===== config.mk =====
export PLATFORM = sky130hd
export DESIGN_NAME = mem_access_stage
export DESIGN_NICKNAME = d
export VERILOG_FILES = /design/src/rtl/mem_access_stage.sv
export SDC_FILE = /design/constraint.sdc
export NUM_CORES = 1
export LEC_CHECK = 0
export CELL_PAD_IN_SITES_DETAIL_PLACEMENT = 0
export CELL_PAD_IN_SITES_GLOBAL_PLACEMENT = 1
export CORE_MARGIN = 2
export CORE_UTILIZATION = 30
export DETAILED_ROUTE_END_ITERATION = 16
export PLACE_DENSITY = 0.85
export REMOVE_ABC_BUFFERS = 1
export SETUP_SLACK_MARGIN = 0.02
export SLEW_MARGIN = 20
export SYNTH_ARGS = -nofsm -noshare
export SYNTH_HDL_FRONTEND = slang
export SYNTH_SLANG_ARGS = --single-unit
export TNS_END_PERCENT = 50

===== constraint.sdc =====
create_clock -name clk -period 1.7 [get_ports clk]
set_clock_uncertainty 0.05 [all_clocks]
set_input_delay 0.17 -clock clk [delete_from_list [all_inputs] [get_ports clk]]
set_output_delay 0.17 -clock clk [all_outputs]
set_load 0.01 [all_outputs]

===== src/rtl/mem_access_stage.sv =====
// MEM pipeline stage: drives the data-memory port for loads/stores (byte, word,
// indirect) and loads the MEM/WB register, stalling upstream while memory is busy.
//
// state  | meaning
// IDLE   | no access in flight; pass ALU results through or accept a memory op
// IND_RD | reading the pointer word of an indirect op
// ACCESS | performing the final load/store, waiting on dmem_resp
module mem_access_stage (
  input  logic        clk,
  input  logic        reset,
  input  logic        in_valid,
  input  logic        in_mem_read,
  input  logic        in_mem_write,
  input  logic        in_byte,
  input  logic        in_indirect,
  input  logic [15:0] in_addr,
  input  logic [15:0] in_store_data,
  input  logic [2:0]  in_dest,
  input  logic        in_load_regfile,
  output logic [15:0] dmem_address,
  output logic        dmem_read,
  output logic        dmem_write,
  output logic [1:0]  dmem_byte_enable,
  output logic [15:0] dmem_wdata,
  input  logic [15:0] dmem_rdata,
  input  logic        dmem_resp,
  output logic        stall,
  output logic        wb_valid,
  output logic [15:0] wb_data,
  output logic [2:0]  wb_dest,
  output logic        wb_load_regfile
);

  typedef enum logic [1:0] {IDLE, IND_RD, ACCESS} state_t;

  state_t      state, state_nxt;

  logic        lat_read;
  logic        lat_byte;
  logic [15:0] lat_addr;
  logic [15:0] lat_data;
  logic [2:0]  lat_dest;
  logic        lat_lr;

  logic        wb_valid_nxt;
  logic        wb_lr_nxt;
  logic [15:0] wb_data_nxt;
  logic [2:0]  wb_dest_nxt;

  logic        mem_op;
  logic [1:0]  access_be;
  logic [15:0] load_result;

  // Read+write together is treated as a read, so in_mem_read alone selects the direction.
  assign mem_op = in_valid & (in_mem_read | in_mem_write);

  assign access_be   = lat_byte ? (lat_addr[0] ? 2'b10 : 2'b01) : 2'b11;
  assign load_result = lat_byte ? {8'h00, (lat_addr[0] ? dmem_rdata[15:8] : dmem_rdata[7:0])}
                                : dmem_rdata;

  assign dmem_address = lat_addr;
  assign dmem_wdata   = lat_byte ? {lat_data[7:0], lat_data[7:0]} : lat_data;

  always_ff @(posedge clk or posedge reset) begin
    if (reset) begin
      state <= IDLE;
    end else begin
      state <= state_nxt;
    end
  end

  always_comb begin
    state_nxt        = state;
    stall            = 1'b0;
    dmem_read        = 1'b0;
    dmem_write       = 1'b0;
    dmem_byte_enable = 2'b00;
    wb_valid_nxt     = 1'b0;
    wb_lr_nxt        = 1'b0;
    wb_data_nxt      = wb_data;
    wb_dest_nxt      = wb_dest;
    case (state)
      IDLE: begin
        if (mem_op) begin
          stall     = 1'b1;
          state_nxt = in_indirect ? IND_RD : ACCESS;
        end else if (in_valid) begin
          wb_valid_nxt = 1'b1;
          wb_data_nxt  = in_addr;
          wb_dest_nxt  = in_dest;
          wb_lr_nxt    = in_load_regfile;
        end
      end
      IND_RD: begin
        stall            = 1'b1;
        dmem_read        = 1'b1;
        dmem_byte_enable = 2'b11;
        if (dmem_resp) begin
          state_nxt = ACCESS;
        end
      end
      ACCESS: begin
        stall            = ~dmem_resp;
        dmem_read        = lat_read;
        dmem_write       = ~lat_read;
        dmem_byte_enable = access_be;
        if (dmem_resp) begin
          wb_valid_nxt = 1'b1;
          wb_data_nxt  = load_result;
          wb_dest_nxt  = lat_dest;
          wb_lr_nxt    = lat_lr;
          state_nxt    = IDLE;
        end
      end
      default: state_nxt = IDLE;
    endcase
  end

  // Operand latch: captured on acceptance; the address is replaced by the pointer
  // once the indirect read returns.
  always_ff @(posedge clk or posedge reset) begin
    if (reset) begin
      lat_read <= 1'b0;
      lat_byte <= 1'b0;
      lat_addr <= 16'h0000;
      lat_data <= 16'h0000;
      lat_dest <= 3'd0;
      lat_lr   <= 1'b0;
    end else if (state == IDLE && mem_op) begin
      lat_read <= in_mem_read;
      lat_byte <= in_byte;
      lat_addr <= in_addr;
      lat_data <= in_store_data;
      lat_dest <= in_dest;
      lat_lr   <= in_load_regfile & in_mem_read;
    end else if (state == IND_RD && dmem_resp) begin
      lat_addr <= dmem_rdata;
    end
  end

  always_ff @(posedge clk or posedge reset) begin
    if (reset) begin
      wb_valid        <= 1'b0;
      wb_load_regfile <= 1'b0;
      wb_data         <= 16'h0000;
      wb_dest         <= 3'd0;
    end else begin
      wb_valid        <= wb_valid_nxt;
      wb_load_regfile <= wb_lr_nxt;
      wb_data         <= wb_data_nxt;
      wb_dest         <= wb_dest_nxt;
    end
  end

endmodule


==> flow_summary.toml <==
[layout]
final_cell_mix = "clkdlybuf4s50_1, dfrtp_1, mux2_2, mux2i_1, buf_4"
drive_above_1_share_pct = 34.0
utilization_pct = 50.3
final_common_cell = "clkdlybuf4s50_1"
area_growth_pct = 65.1
layout.nets = 486
antenna_cells_inserted = 0
fillers = 884

[outcome]
violations = "setup timing"
status = "finished with violations"

[timing]
worstMarginPinSlew_ps = 339
final-max-slew-violation-count = 0
max_freq_mhz = 558
finalHoldViolCount = 0
final.setup.worst_slack_ps = -91.5
relSlewSlack_pct = 77.4
fin_crit_sh_pct = 105
min_period_ps = 1790
finalSetupViolations = 16
grt_setup_unrepaired = "true"

[routing]
wire_per_inst_um = 16.9
drc = 0
num_vias = 2707
drt_wl_total_um = 9530
drt-initial-drc-count = 82
via_per_inst = 4.81
drt_first_pass_iters = 4
ant_nets = 0

[place]
portBuffers = 117
dp_hpwl_um = 6620
gp_congestion = 0.818
place_ws_ps = -361

[synth]
avgSynthCellArea_um2 = 11.3
synthCells = 274
yosys.cell_types.count = 37
ys_async_sr_fraction_pct = 100
synth_edf_count = 0
syn_area_um2 = 3100
ys.flop_type = "dfrtp_1"
ys_warn_count = 0
synth_top_area_cell = "dfrtp_1"
ys_seq_area_share_pct = 49.2
synthTopCellsByArea = "dfrtp_1, mux2_2, mux2i_1"
ys_seq_elements = 61
netlist.area_leader.share_pct = 49.2

[worst_setup_path]
critPathLaunchType = "flip-flop"
worstPathMaxFanout = 5
crit_arrival_ps = 1970
endpoint_kind = "flip-flop"
required_ps = 1880
setup.worst_path.class = "reg -> reg"

[die]
rows = 37
initial_core_util_pct = 30.5
core_um2 = 10200
io_pins = 118
die_y_um = 106
die_w_um = 106
dieArea_um2 = 11200

[hold_path]
hp-class = "in -> async"

[grt]
grt_pass1_wl_um = 14600
grt_max_degree = 62
globalRouteOverflowTotal = 0
grtUsageTotal_pct = 16.8
grt_pass1_vias = 2912
antenna_found_initial = 0

[clocking]
clock-root-buffer = "clkbuf_8"
clock_sinks = 61
hold_buffers = 0
clk_pin_slew_ps = 80
cts_buffers = 9
cts_tree = "built"
clock_path_buffers = 2
h-tree-depth = 3
clk_latency_ps = 340

[run]
maxCapViolations = 0

[power_and_ir_drop]
cellLeakagePower_nw = 2.28
peakVddDrop_uv = 889
power.density_nw_per_um2 = 1850
-- final cells by class --
class / instances / area (µm²) / share of cell area, %
repair buffers: 161 / 1580 / 30.9
well taps: 136 / 170 / 3.32
flip-flops and latches: 61 / 1530 / 29.9
clock buffers: 9 / 124 / 2.42
inverters: 17 / 63.8 / 1.25
multi-input cells: 172 / 1570 / 30.7
clock inverters: 7 / 76.3 / 1.49
-- power by group --
part	internal, mW	total [mW]	switching, mW
logic	3.17	5.53	2.36
clock network	0.681	1.31	0.625
registers	2.18	2.66	0.475
-- per-layer routing --
metal | global-route usage, % | wire, µm | up-vias
met5 | 0 | 0 | -
met4 | 5.26 | 138 | 0
met3 | 5.94 | 669 | 11
met2 | 28.9 | 4930 | 91
met1 | 19.6 | 3790 | 1334
li1 | - | - | 1271
-- timing repair --
item | 4_1_cts | 5_1_grt
pin swaps | 16 | 3
buffers inserted | 5 | 4
resized for setup | 78 | 36
gates cloned | 1 | 1
endpoints found under the setup margin | 57 | 69
-- cells by family after synthesis --
group,Yosys count,share of synthesized area [%]
AO/OA/AOI/OAI,57,12.3
adder cells (fa/ha/maj),4,1.61
buffers and inverters,41,6.41
flip-flops,61,49.2
multiplexers,67,23.3
AND/OR/NAND/NOR,44,7.14
-- final timing paths --
path	from	endpoint	slack, ps	cells after the start
setup reg to reg	state[1]$_DFFE_PP0P_	wb_data[6]$_DFFE_PP0P_	-90	7
setup / recovery	state[1]$_DFFE_PP0P_	wb_data[6]$_DFFE_PP0P_	-90	7
hold / removal	reset	wb_data[9]$_DFFE_PP0P_	150	3
max in group asynchronous	reset	lat_byte$_DFFE_PP0P_	1140	3
hold reg to reg	lat_lr$_DFFE_PP0P_	lat_lr$_DFFE_PP0P_	450	2
min in group clk	in_load_regfile	lat_lr$_DFFE_PP0P_	380	3
-- worst max-delay path: stages, from the launching register on --
cell	delay, ps
dfrtp_1	420
inv_2	120
ha_4	170
buf_6	110
or4bb_4	470
buf_6	170
nor3_2	110
a211oi_1	70
-- cells in the mapped netlist, types with 2 or more instances --
cell and number:
a211oi_1 8, a21boi_0 3, a21oi_1 19, a22oi_1 7
a311oi_1 7, and3b_1 2, buf_1 4, buf_2 6
buf_4 8, clkbuf_1 5, dfrtp_1 61, ha_1 4
inv_1 16, mux2_2 33, mux2_4 2, mux2i_1 32
nand2_1 7, nand3_1 3, nor2_1 18, nor2b_1 2
nor3_1 7, o21ai_0 5
-- state kept, by name, summed over array words and instances, names as in the netlist --
register,flops
lat_data,16
lat_byte,1
wb_data,16
wb_load_regfile,1
wb_valid,1
wb_dest,3
state,2
lat_read,1
dmem_address,16
lat_lr,1
lat_dest,3
-- stage by stage --
stage	setup TNS (ps)	cell area, µm²	hold WS [ps]	power, mW	instances
2_1_floorplan	-31380	2970	243	4.92	250
3_3_place_gp	-9790	4600	422	7.49	536
3_5_place_dp	-10500	4600	435	7.61	536
4_1_cts	-316	4980	160	9.28	558
5_1_grt	-2050	5120	171	10.1	563
6_report	-936	5120	149	9.49	563
Note: power is estimated with default switching activity, not from simulation.
